### src/rtl/dot_product_feeder.sv
`default_nettype none
// ============================================================================
// Module      : dot_product_feeder
// Description : Pops one operand word from each of two source FIFOs and
//               registers the pair onto mem1_input/mem2_input. It holds the
//               pair for SETTLE_CYCLES, pulses start_processing for one cycle,
//               waits for processing_done, then presents the result on a
//               valid/ready handshake.
//
// Build option: FEEDER_TIMEOUT_EN
//               When defined, a watchdog bounds WAIT_DONE to TIMEOUT_CYCLES
//               and sets the sticky err_timeout flag. When undefined,
//               err_timeout is tied 0.
//
// Ports       : clk, rst_n            clock and async active-low reset
//               enable                allows fetching a new vector pair
//               fifo{1,2}_empty/rd_en/dout  source FIFO interfaces
//               mem{1,2}_input        registered operands to the compute stage
//               start_processing      one-cycle capture strobe
//               processing_done       completion strobe from the compute stage
//               dot_product_result    result from the compute stage
//               res_valid/res_ready/res_data  result handshake
//               vec_count             number of accepted results (wraps)
//               busy                  FSM is not in IDLE
//               err_timeout           sticky watchdog error
//
// Revision    : 1.0 - initial release
// ============================================================================
module dot_product_feeder #(
  parameter int DATA_WIDTH     = 32,
  parameter int RESULT_WIDTH   = 16,
  parameter int SETTLE_CYCLES  = 2,
  parameter int TIMEOUT_CYCLES = 16
) (
  input  logic                    clk,
  input  logic                    rst_n,
  input  logic                    enable,
  input  logic                    fifo1_empty,
  input  logic                    fifo2_empty,
  output logic                    fifo1_rd_en,
  output logic                    fifo2_rd_en,
  input  logic [DATA_WIDTH-1:0]   fifo1_dout,
  input  logic [DATA_WIDTH-1:0]   fifo2_dout,
  output logic [DATA_WIDTH-1:0]   mem1_input,
  output logic [DATA_WIDTH-1:0]   mem2_input,
  output logic                    start_processing,
  input  logic                    processing_done,
  input  logic [RESULT_WIDTH-1:0] dot_product_result,
  output logic                    res_valid,
  input  logic                    res_ready,
  output logic [RESULT_WIDTH-1:0] res_data,
  output logic [15:0]             vec_count,
  output logic                    busy,
  output logic                    err_timeout
);

  localparam logic [2:0] S_IDLE      = 3'd0;
  localparam logic [2:0] S_POP       = 3'd1;
  localparam logic [2:0] S_LOAD      = 3'd2;
  localparam logic [2:0] S_HOLD      = 3'd3;
  localparam logic [2:0] S_START     = 3'd4;
  localparam logic [2:0] S_WAIT_DONE = 3'd5;
  localparam logic [2:0] S_OUTPUT    = 3'd6;

  // Last value of the settle counter before leaving HOLD.
  localparam logic [15:0] C_SETTLE_LAST =
    (SETTLE_CYCLES > 0) ? 16'(SETTLE_CYCLES - 1) : 16'd0;

  logic [2:0]              r_state;
  logic [15:0]             r_settle_cnt;
  logic [DATA_WIDTH-1:0]   r_mem1;
  logic [DATA_WIDTH-1:0]   r_mem2;
  logic                    r_res_valid;
  logic [RESULT_WIDTH-1:0] r_res_data;
  logic [15:0]             r_vec_count;
  logic                    w_fetch_ok;

`ifdef FEEDER_TIMEOUT_EN
  localparam logic [15:0] C_TMO_LAST =
    (TIMEOUT_CYCLES > 0) ? 16'(TIMEOUT_CYCLES - 1) : 16'd0;
  logic [15:0] r_tmo_cnt;
  logic        r_err_timeout;
`endif

  assign w_fetch_ok = enable && !fifo1_empty && !fifo2_empty;

  always_ff @(posedge clk or negedge rst_n) begin
    if (!rst_n) begin
      r_state      <= S_IDLE;
      r_settle_cnt <= 16'd0;
      r_mem1       <= '0;
      r_mem2       <= '0;
      r_res_valid  <= 1'b0;
      r_res_data   <= '0;
      r_vec_count  <= 16'd0;
`ifdef FEEDER_TIMEOUT_EN
      r_tmo_cnt     <= 16'd0;
      r_err_timeout <= 1'b0;
`endif
    end else begin
      case (r_state)
        S_IDLE: begin
          if (w_fetch_ok) r_state <= S_POP;
        end
        S_POP: begin
          r_state <= S_LOAD;
        end
        S_LOAD: begin
          // FIFO data is valid the cycle after the pop strobe.
          r_mem1       <= fifo1_dout;
          r_mem2       <= fifo2_dout;
          r_settle_cnt <= 16'd0;
          r_state      <= (SETTLE_CYCLES == 0) ? S_START : S_HOLD;
        end
        S_HOLD: begin
          if (r_settle_cnt == C_SETTLE_LAST) begin
            r_state <= S_START;
          end else begin
            r_settle_cnt <= r_settle_cnt + 16'd1;
          end
        end
        S_START: begin
          r_state <= S_WAIT_DONE;
`ifdef FEEDER_TIMEOUT_EN
          r_tmo_cnt <= 16'd0;
`endif
        end
        S_WAIT_DONE: begin
          if (processing_done) begin
            r_res_data  <= dot_product_result;
            r_res_valid <= 1'b1;
            r_state     <= S_OUTPUT;
          end
`ifdef FEEDER_TIMEOUT_EN
          // Abandon the vector: no result, count untouched.
          else if (r_tmo_cnt == C_TMO_LAST) begin
            r_err_timeout <= 1'b1;
            r_state       <= S_IDLE;
          end else begin
            r_tmo_cnt <= r_tmo_cnt + 16'd1;
          end
`endif
        end
        S_OUTPUT: begin
          if (res_ready) begin
            r_res_valid <= 1'b0;
            r_vec_count <= r_vec_count + 16'd1;
            r_state     <= S_IDLE;
          end
        end
        default: begin
          r_state <= S_IDLE;
        end
      endcase
    end
  end

  // Strobes decode directly from state so they drop the moment reset asserts.
  assign fifo1_rd_en      = (r_state == S_POP);
  assign fifo2_rd_en      = (r_state == S_POP);
  assign start_processing = (r_state == S_START);
  assign busy             = (r_state != S_IDLE);
  assign mem1_input       = r_mem1;
  assign mem2_input       = r_mem2;
  assign res_valid        = r_res_valid;
  assign res_data         = r_res_data;
  assign vec_count        = r_vec_count;

`ifdef FEEDER_TIMEOUT_EN
  assign err_timeout = r_err_timeout;
`else
  // Watchdog not built; keep the parameter referenced.
  logic w_unused_timeout;
  assign w_unused_timeout = |32'(TIMEOUT_CYCLES);
  assign err_timeout      = 1'b0;
`endif

endmodule
`default_nettype wire
### config.mk
export PLATFORM = sky130hd
export DESIGN_NAME = dot_product_feeder
export DESIGN_NICKNAME = d
export VERILOG_FILES = /design/src/rtl/dot_product_feeder.sv
export SDC_FILE = /design/constraint.sdc
export NUM_CORES = 1
export LEC_CHECK = 0
export ABC_CLOCK_PERIOD_IN_PS = 1400
export CAP_MARGIN = 20
export CORE_ASPECT_RATIO = 1.5
export CORE_MARGIN = 1
export CORE_UTILIZATION = 40
export CTS_CLUSTER_DIAMETER = 60
export DETAILED_ROUTE_END_ITERATION = 8
export GPL_TIMING_DRIVEN = 0
export PLACE_DENSITY = 0.86
export REMOVE_ABC_BUFFERS = 1
export SLEW_MARGIN = 5
export SYNTH_ARGS = -nofsm -noshare
export SYNTH_HDL_FRONTEND = slang
export SYNTH_SLANG_ARGS = --single-unit
### constraint.sdc
create_clock -name clk -period 1.4 [get_ports clk]
set_input_delay 0.28 -clock clk [delete_from_list [all_inputs] [get_ports clk]]
set_output_delay 0.28 -clock clk [all_outputs]
set_load 0.05 [all_outputs]
==> results of run 1 <==
[cells by family after synthesis]
kind of cell,after synthesis,share of synthesized area [%]
AND/OR/NAND/NOR,296,26.61
flip-flops,116,58.53
AO/OA/AOI/OAI,31,4.440
buffers and inverters,28,2.674
multiplexers,19,4.263
XOR/XNOR,15,2.649
adder cells (fa/ha/maj),3,0.7569
other,1,0.07561
[layout by cell type, fill, tap and decap left out, types with 5 or more instances in the layout]
cell	instances
nand2_1	168
dfrtp_1	100
clkdlybuf4s50_1	85
buf_2	85
buf_4	42
nand2_2	39
buf_6	26
mux2_4	17
clkbuf_16	17
nand2_4	15
dfrtp_2	15
buf_12	12
xnor2_1	11
nand3_1	10
buf_16	8
and3_1	7
nand4_1	7
nor2_4	6
a211o_1	6
nand3_2	5
nor2_1	5
[state kept, by name, summed over array words and instances, names as in the netlist]
signal	cells
res_valid	1
mem2_input	32
r_state	3
vec_count	16
r_settle_cnt	16
mem1_input	32
res_data	16
[power groups by stage]
stage                     sequential (mW)  combinational [mW]  clock (mW)
final                                5.48                14.3        4.32
after global routing                 5.59                14.9        4.50
after CTS                            5.41                12.4        4.33
after detailed placement             5.58                10.7           0
after global placement               5.42                9.56           0
after floorplan                      9.39                2.47           0
[timing repair]
item,4_1_cts,5_1_grt
pin swaps,25,54
hold endpoints to repair,53,0
gates cloned,8,1
endpoints found under the setup margin,215,131
resized for setup,589,145
hold buffers,1,0
setup buffers,41,27
[per-stage QoR]
| step | instance area (µm²) | utilization [%] | setup TNS [ps] |
|---|---|---|---|
| after floorplan | 4846 | - | -137570 |
| after global placement | 6909 | 57.50 | -728880 |
| after CTS | 7985 | 66.45 | -22350 |
| after global routing | 8665 | 72.11 | -25980 |
| final | 8665 | 72.11 | -22110 |
| after detailed placement | 6988 | 58.15 | -74270 |
[worst register-to-register path, stage by stage, from the launching register on]
cell      delay, ps
dfrtp_2         410
buf_6           140
buf_6           120
nand2b_4        210
nor2_4          250
a21oi_4         130
a211o_1         320
[path summary, 6_finish.rpt]
path | start | end | slack [ps] | cells after the start
max in group asynchronous | rst_n | r_state[0] | 260 | 3
min in group asynchronous | rst_n | res_data[6] | 410 | 2
hold reg to reg | mem1_input[17] | mem1_input[17] | 460 | 2
setup / recovery | r_state[0] | busy | -340 | 2
hold / removal | fifo2_dout[18] | mem2_input[18] | 390 | 3
setup reg to reg | r_state[2] | r_settle_cnt[15] | -300 | 6
[routing by layer]
metal	track usage, %	vias up
met2	48.57	311
li1	-	2217
met4	18.22	0
met1	31.35	2505
met3	5.501	111
met5	0	-
[layout make-up]
cell class	instances	area (µm²)	share of cell area, %
clock buffer	22	464.2	5.357
clock inverter	10	123.9	1.430
sequential	116	2925	33.76
inverter	5	22.52	0.2599
multi-input combinational	367	2537	29.29
tap	153	191.4	2.209
timing repair buffer	264	2400	27.70
==> out/results.txt, run 1 <==
Post-route setup slack: -343.8 ps
Cells after synthesis: 509
Switching part of the total: 48.24%
Die height: 138.4 µm
Crit Path Max Fanout: 4
Die area: 12,860 µm²
Period utilisation layout: 124.6%
GR Overflow Total: 0
Register area share after synthesis: 58.53%
Most common cell in the netlist: nand2_1
Crit-path max cell delay: 510 ps
Area grow syn2layout: 74.70%
CTS tree: done
Port Buffer Count: 187
Worst slew pin tran: 517.7 ps
Crit path buf inv count: 1
Final Setup Violations: 118
Core Region: 12,020 µm²
Clock buffer depth: 2
Initial Util: 41.27%
Outcome: finished with violations
Synth top cells by count: 223 x nand2_1, 116 x dfrtp_1, 17 x mux2_2
Antenna cells: 0
Top FF cell, synth: dfrtp_1
EDFF count, synth: 0
Hold WC Path Type: input pin to flip-flop
Synth cell types: 45
Global placement routability congestion: 0.9216
NetSw: 11.64 mW
Flop pwr share: 22.7%
Row cnt: 49
Tot GR Track Use: 28.27%
Clk Latency, worst-skew pair: 410 ps
Worst-path clk slew: 60 ps
Data arrival time of the worst path: 1460 ps
Htree depth: 4
Initial antenna violation count: 0
Cts bufs inserted: 17
Met3 WL: 1501 µm
Crit path time final: 1744 ps
Number of max-cap violations: 0
P_int: 12.49 mW
Total Wirelength: 19,800 µm
Comb pwr share: 59.4%
Mapped Avg Cell Area: 9.744 µm²
Slew Viols, Final: 0
First-pass GRT wire length: 27,700 µm
Synth async-reset ratio: 100.0%
Total Power: 24.13 mW
Achievable clock frequency: 573.4 MHz
Met2 wire len: 10,300 µm
Vias post-DR: 5,144
DRT iter0 DRCs: 352
Crit end category: output port
Delay-heaviest family, CP: flip-flops
Clk pwr share: 17.9%
Worst IR Drop VDD: 1769 µV
Final Skew: 11.84 ps
Max Used Layer: met4
CTS root buffer: clkbuf_16
P per Cell Area: 2785 nW/µm²
Critical path required time: 1120 ps
RSZ-0062 raised after global routing: true
Drt pass-1 iters: 5
Hold slack: 393.7 ps
Ranking of synthesized cells by area: dfrtp_1 59%, nand2_1 17%, mux2_2 3.9%
Vias per cell: 5.490
# DRC: 0
Final Hold Viols: 0
WL met1: 6695 µm
Clk sink count: 116
Remaining antenna violation count: 0
Largest net degree at the start of global routing: 64
CP Launch Type: flip-flop
Per-cell routed wire length: 21.13 µm
Cell taking the most area after synthesis: dfrtp_1
Critical path class: flip-flop to output port
Post-DP HPWL: 9782 µm
Synth Cell Area: 4960 µm²
Nets: 861
Slowest CP cell: dfrtp_4
DP Worst Slack: -1136 ps
Die width: 92.92 µm
Synthesis Warnings: 0
Fill cell count: 758
Num ports: 189
Slew HR: 65.49%
Post-synth top area share: 58.53%
LEAKAGE: 4.419 nW
Cells along the critical path: or3_4, buf_8
Seq cells post-synth: 116
Placed cells: 829
Finished Layout Cells: 937
Share of cells above drive strength 1: 43.62%
Failing checks: negative setup slack
Vias in the first global route: 5,383
Power figures use the tool's default switching activity.
==> run 2, diff against run 1 <==
- PLACE_DENSITY: 0.86 -> 0.79
==> out/results.txt, run 2 (synthesis gave the netlist of run 1 again) <==
Outcome: finished with violations
Failing checks: negative setup slack
CP Launch Type: flip-flop
Period utilisation layout: 128.0% (+3.5 points)
CTS root buffer: clkbuf_16
Most frequent cells in the layout: 211 x nand2_1, 102 x dfrtp_1, 85 x clkdlybuf4s50_1, 85 x buf_2, 34 x buf_4
Port Buffer Count: 187 (unchanged)
Critical path required time: 1760 ps (+640 ps)
Comb pwr share: 56.0% (-3.4 points)
Row cnt: 49 (unchanged)
LEAKAGE: 4.232 nW (-4.2%)
Nets: 853 (-0.93%)
Placed Area: 6988 µm² (unchanged)
Final Skew: 11.71 ps (-0.1321 ps)
Core Region: 12,020 µm² (unchanged)
Post-route setup slack: -392.6 ps (-48.75 ps)
Worst-path clk slew: 60 ps (about the same)
Post-DP HPWL: 9769 µm (-0.13%)
Clock buffer depth: 2 (unchanged)
Vias per cell: 5.441 (-0.89%)
Achievable clock frequency: 557.9 MHz (-2.7%)
Htree depth: 4 (unchanged)
RSZ-0062 raised after global routing: true
GR Overflow Total: 0 (unchanged)
Initial Util: 41.27% (unchanged)
Clk pwr share: 20.7% (+2.8 points)
Remaining antenna violation count: 0 (unchanged)
Commonest non-fill, non-tap cell in the layout: nand2_1
Die height: 138.4 µm (unchanged)
Final Setup Violations: 118 (unchanged)
Share of cells above drive strength 1: 36.98% (-6.6 points)
Clk Latency, worst-skew pair: 420 ps (about the same)
Global placement routability congestion: 0.8712 (-5.5%)
Cts bufs inserted: 17 (unchanged)
Tot GR Track Use: 28.32% (+0.052 points)
Total Wirelength: 19,000 µm (-4.0%)
Data arrival time of the worst path: 2150 ps (+690 ps)
NetSw: 11.26 mW (-3.3%)
Final Hold Viols: 0 (unchanged)
Crit end category: flip-flop
Area grow syn2layout: 69.27%
Die area: 12,860 µm² (unchanged)
CTS tree: done
Die width: 92.92 µm (unchanged)
P_int: 12.43 mW (-0.44%)
Drt pass-1 iters: 6 (+1)
Worst IR Drop VDD: 2126 µV (+20%)
Vias in the first global route: 5,247 (-2.5%)
Initial antenna violation count: 1 (+1)
Number of max-cap violations: 0 (unchanged)
Clk sink count: 116 (unchanged)
Crit Path Max Fanout: 6 (+2)
Register-to-Register Path Depth: 6 (unchanged)
First-pass GRT wire length: 27,430 µm (-1.0%)
Critical path class: flip-flop to flip-flop
Post-layout instance area: 8396 µm² (-3.1%)
Switching part of the total: 47.51% (-0.73 points)
Num ports: 189 (unchanged)
P per Cell Area: 2822 nW/µm² (+1.3%)
DP Worst Slack: -1184 ps (-48.28 ps)
Slew Viols, Final: 0 (unchanged)
Largest net degree at the start of global routing: 90 (+41%)
DRT iter0 DRCs: 406 (+15%)
# DRC: 0 (unchanged)
Crit path time final: 1793 ps (+48.75 ps)
Flop pwr share: 23.3% (+0.6 points)
Per-cell routed wire length: 20.43 µm (-3.3%)
Hold WC Path Type: input pin to asynchronous set/reset pin
Vias post-DR: 5,060 (-1.6%)
run 2: changes by cell type in the layout (fill, tap and decap cells not counted), moves of 6 or more:
cell	delta
buf_12	-6
buf_4	-8
mux2_2	+15
mux2_4	-15
nand2_1	+43
nand2_2	-30
nand2_4	-12
run 2: worst paths after layout:
kind / from / to / slack (ps)
max: r_settle_cnt[1] / r_settle_cnt[0] / -390
min: rst_n / mem1_input[16] / 370
max reg2reg: r_settle_cnt[1] / r_settle_cnt[0] / -390
min reg2reg: vec_count[15] / vec_count[15] / 470
max in group asynchronous: rst_n / r_state[0] / 260
min in group clk: fifo2_dout[25] / mem2_input[25] / 380
run 2: area by class of cell:
| cell class | instances | area, µm² |
|---|---|---|
| fill | 835 | 3621 |
| sequential | 116 | 2923 |
| timing repair buffer | 255 | 2300 |
| multi-input combinational | 368 | 2288 |
| clock buffer | 21 | 470.5 |
| clock inverter | 11 | 195.2 |
| tap | 153 | 191.4 |
| inverter | 5 | 25.02 |
| antenna | 1 | 2.502 |
run 2: per-stage QoR:
stage	util, %	std cells	hold WS (ps)	power, mW	setup TNS (ps)
after floorplan	-	486	-15.59	11.86	-137570
after global placement	57.50	826	459.0	15.03	-737150
after detailed placement	58.15	829	160.8	16.28	-77960
after CTS	67.09	914	318.3	22.60	-8302
after global routing	69.87	930	375.7	24.55	-23600
final	69.87	930	368.3	23.69	-19350
run 2: timing repair:
action                     4_1_cts  5_1_grt
cloned                          10        2
setup buffers                   42       15
hold endpoints to repair        27        0
hold buffers                     1        0
resized for setup              609       55
setup endpoints to repair      216      126
pin swaps                       21       22
run 2: worst max-delay path, cell delays in order (launching register included):
cell	delay, ps
dfrtp_1	440
inv_2	100
ha_4	120
nor3b_4	250
nand4_1	260
a21oi_4	340
mux2_2	210
run 2: routing by layer:
layer | vias to the layer above | global-route usage, % | share of wire, %
li1 | 2199 | - | -
met1 | 2490 | 28.46 | 34
met2 | 287 | 50.74 | 54
met3 | 84 | 6.876 | 6.1
met4 | 0 | 18.46 | 6.4
met5 | - | 0 | 0
run 2: power groups by stage:
stage / Sequential (mW) / Clock [mW] / Combinational (mW)
after global routing: 5.66 / 5.09 / 13.8
after floorplan: 9.39 / 0 / 2.47
after CTS: 5.44 / 4.90 / 12.3
final: 5.52 / 4.90 / 13.3
after detailed placement: 5.61 / 0 / 10.7
after global placement: 5.43 / 0 / 9.60
==> run 3, diff against run 2 <==
- ABC_AREA: default -> 1
- GPL_ROUTABILITY_DRIVEN: default -> 0
- PLACE_DENSITY: 0.79 -> 0.78
==> out/results.txt, run 3 <==
# DRC: 0 (unchanged)
Period utilisation layout: 115.7% (-12 points)
First-pass GRT wire length: 24,720 µm (-9.9%)
Final Setup Violations: 112 (-5.1%)
Clk pwr share: 19.7% (-1.0 points)
Cts bufs inserted: 17 (unchanged)
Crit path time final: 1620 ps (-172.3 ps)
Final Hold Viols: 0 (unchanged)
Share of cells above drive strength 1: 46.60% (+9.6 points)
Antenna cells: 0 (-1)
Worst-path clk slew: 60 ps (about the same)
CP Launch Type: flip-flop
Cell taking the most area after synthesis: dfrtp_1
Commonest non-fill, non-tap cell in the layout: dfrtp_1
Total Wirelength: 16,830 µm (-11%)
Post-synth top area share: 56.07% (-2.5 points)
Switching part of the total: 46.48% (-1.0 points)
Ranking of synthesized cells by area: dfrtp_1 56%, mux2_2 15%, nand2_1 7.0%
GR Overflow Total: 0 (unchanged)
Row cnt: 50 (+2.0%)
Comb pwr share: 55.2% (-0.8 points)
Total Power: 21.76 mW (-8.1%)
Cells after synthesis: 481 (-5.5%)
Post-Synth Simple-Gate Area: 18.27% (-8.3 points)
Mux contribution to synthesized area: 18.05% (+14 points)
Vias per cell: 5.277 (-3.0%)
Critical path class: flip-flop to output port
Synth Cell Area: 5177 µm² (+4.4%)
Largest net degree at the start of global routing: 73 (-19%)
Flop2flop setup slack: -200 ps (+190 ps)
Port Buffer Count: 187 (unchanged)
Core Region: 12,570 µm² (+4.6%)
Multi-input gate area: 2561 µm² (+12%)
Vias post-DR: 4,707 (-7.0%)
Htree depth: 4 (unchanged)
Register area share after synthesis: 56.07% (-2.5 points)
Synth async-reset ratio: 100.0% (unchanged)
Remaining antenna violation count: 0 (unchanged)
EDFF count, synth: 0 (unchanged)
Most common cell in the netlist: dfrtp_1
Tot GR Track Use: 24.18% (-4.1 points)
Synth Area in Compound Gates: 1.208% (-3.2 points)
Die width: 94.89 µm (+2.1%)
P per Cell Area: 2573 nW/µm² (-8.8%)
Area grow syn2layout: 63.36%
Nets: 814 (-4.6%)
Synth top cells by count: 116 x dfrtp_1, 96 x nand2_1, 69 x mux2_2
Flop pwr share: 25.2% (+1.9 points)
Critical path required time: 1120 ps (-640 ps)
Post-route setup slack: -220.3 ps (+172.3 ps)
Outcome: finished with violations
Seq cells post-synth: 116 (unchanged)
Sequential cell area: 2913 µm² (-0.34%)
Slew Viols, Final: 0 (unchanged)
Final Skew: 4.952 ps (-6.759 ps)
Num ports: 189 (unchanged)
Failing checks: negative setup slack
Post-layout instance area: 8458 µm² (+0.75%)
Vias in the first global route: 5,026 (-4.2%)
Data arrival time of the worst path: 1340 ps (-810 ps)
Synthesis Warnings: 0 (unchanged)
Initial antenna violation count: 0 (-1)
Largest family of logic cells by synthesized area: simple AND/OR/NAND/NOR gates
Initial Util: 41.17% (-0.10 points)
Die area: 13,410 µm² (+4.3%)
Placed Area: 7209 µm² (+3.2%)
Crit Path Max Fanout: 3 (-3)
Most frequent cells in the layout: 108 x dfrtp_1, 85 x clkdlybuf4s50_1, 85 x buf_2, 84 x nand2_1, 52 x mux2_4
CTS root buffer: clkbuf_16
Post-synthesis xor/xnor area fraction: 1.015% (-1.6 points)
Hold WC Path Type: input pin to asynchronous set/reset pin
Top FF cell, synth: dfrtp_1
Drt pass-1 iters: 5 (-1)
DRT iter0 DRCs: 244 (-40%)
Setup TNS: -13,990 ps (+5364 ps)
CTS tree: done
LEAKAGE: 4.082 nW (-3.5%)
Worst IR Drop VDD: 1567 µV (-26%)
R2R Path End: mem1_input[28]
Fill cell count: 900 (+7.8%)
Register-to-Register Path Depth: 5 (-1)
Synth Area in Adders: 0.7250% (-0.032 points)
RSZ-0062 raised after global routing: true
Clk sink count: 116 (unchanged)
Clk Latency, worst-skew pair: 410 ps (about the same)
P_int: 11.64 mW (-6.3%)
Mapped Avg Cell Area: 10.76 µm² (+10%)
Per-cell routed wire length: 18.86 µm (-7.7%)
Achievable clock frequency: 617.2 MHz (+11%)
NetSw: 10.11 mW (-10%)
Crit end category: output port
Synth cell types: 32 (-29%)
Clock buffer depth: 2 (unchanged)
Reg2reg start: r_state[2]
Post-DP HPWL: 9533 µm (-2.4%)
Number of max-cap violations: 0 (unchanged)
Die height: 141.3 µm (+2.1%)
[run 3: through the flow]
stage | hold slack, ps | std cells | setup slack (ps) | util, %
after floorplan | -15.59 | 464 | -1021 | -
after global placement | 476.7 | 807 | -4385 | 56.83
after detailed placement | 232.3 | 809 | -769.7 | 57.33
after CTS | 389.7 | 884 | -199.1 | 64.51
after global routing | 425.5 | 892 | -257.8 | 67.26
final | 379.8 | 892 | -220.3 | 67.26
[run 3: layout make-up]
cell class	instances	area share, %
clock buffer	17	5.030
tap	156	2.308
multi-input combinational	313	30.28
sequential	116	34.44
timing repair buffer	239	24.30
inverter	37	1.775
clock inverter	14	1.864
[run 3: worst max-delay path by stage]
stage                    start  depth (start not counted)          endpoint  slack [ps]
finish              r_state[0]                          5       fifo1_rd_en        -220
global route        r_state[2]                          7  r_settle_cnt[10]        -260
CTS                 r_state[1]                          4       fifo1_rd_en        -200
detailed placement  r_state[2]                          7   r_settle_cnt[1]        -770
global placement         rst_n                          1     mem2_input[4]       -4380
floorplan           r_state[2]                          3     mem1_input[3]       -1020
[run 3: worst max-delay path, stage by stage (launching register included)]
cell and delay [ps]:
dfrtp_2 400, inv_4 60, nor2_4 120, inv_2 60
nor2_4 130, buf_8 160
[run 3: power by group through the flow]
stage          Sequential (mW)  Clock (mW)  Combinational, mW
4_1_cts                   5.44        4.30               11.3
3_5_place_dp              5.52           0               10.6
6_report                  5.48        4.28               12.0
3_3_place_gp              5.41           0               10.4
2_1_floorplan             9.81           0               2.59
5_1_grt                   5.63        4.48               12.5
[run 3: timing repair]
item / in CTS / in global routing
hold buffers: 1 / 0
gates resized for setup: 609 / 86
endpoints found under the hold margin: 44 / 0
pin swaps: 19 / 21
cloned: 6 / 4
buffers inserted: 37 / 8
setup endpoints to repair: 213 / 127
[run 3: cell families after synthesis]
| family | count (synthesis) |
|---|---|
| simple gates | 210 |
| flops | 116 |
| mux | 80 |
| buf+inv | 54 |
| compound gates | 11 |
| xor+xnor | 6 |
| fa+ha+maj | 3 |
| other cells | 1 |
[run 3: routing by layer]
metal	up-vias	wire [µm]	global-route usage, %	share of wire, %
met3	52	1095	7.181	6.5
li1	2085	-	-	-
met4	0	615	11.48	3.7
met1	2331	5661	25.18	34
met2	239	9454	43.43	56
met5	-	0	0	0
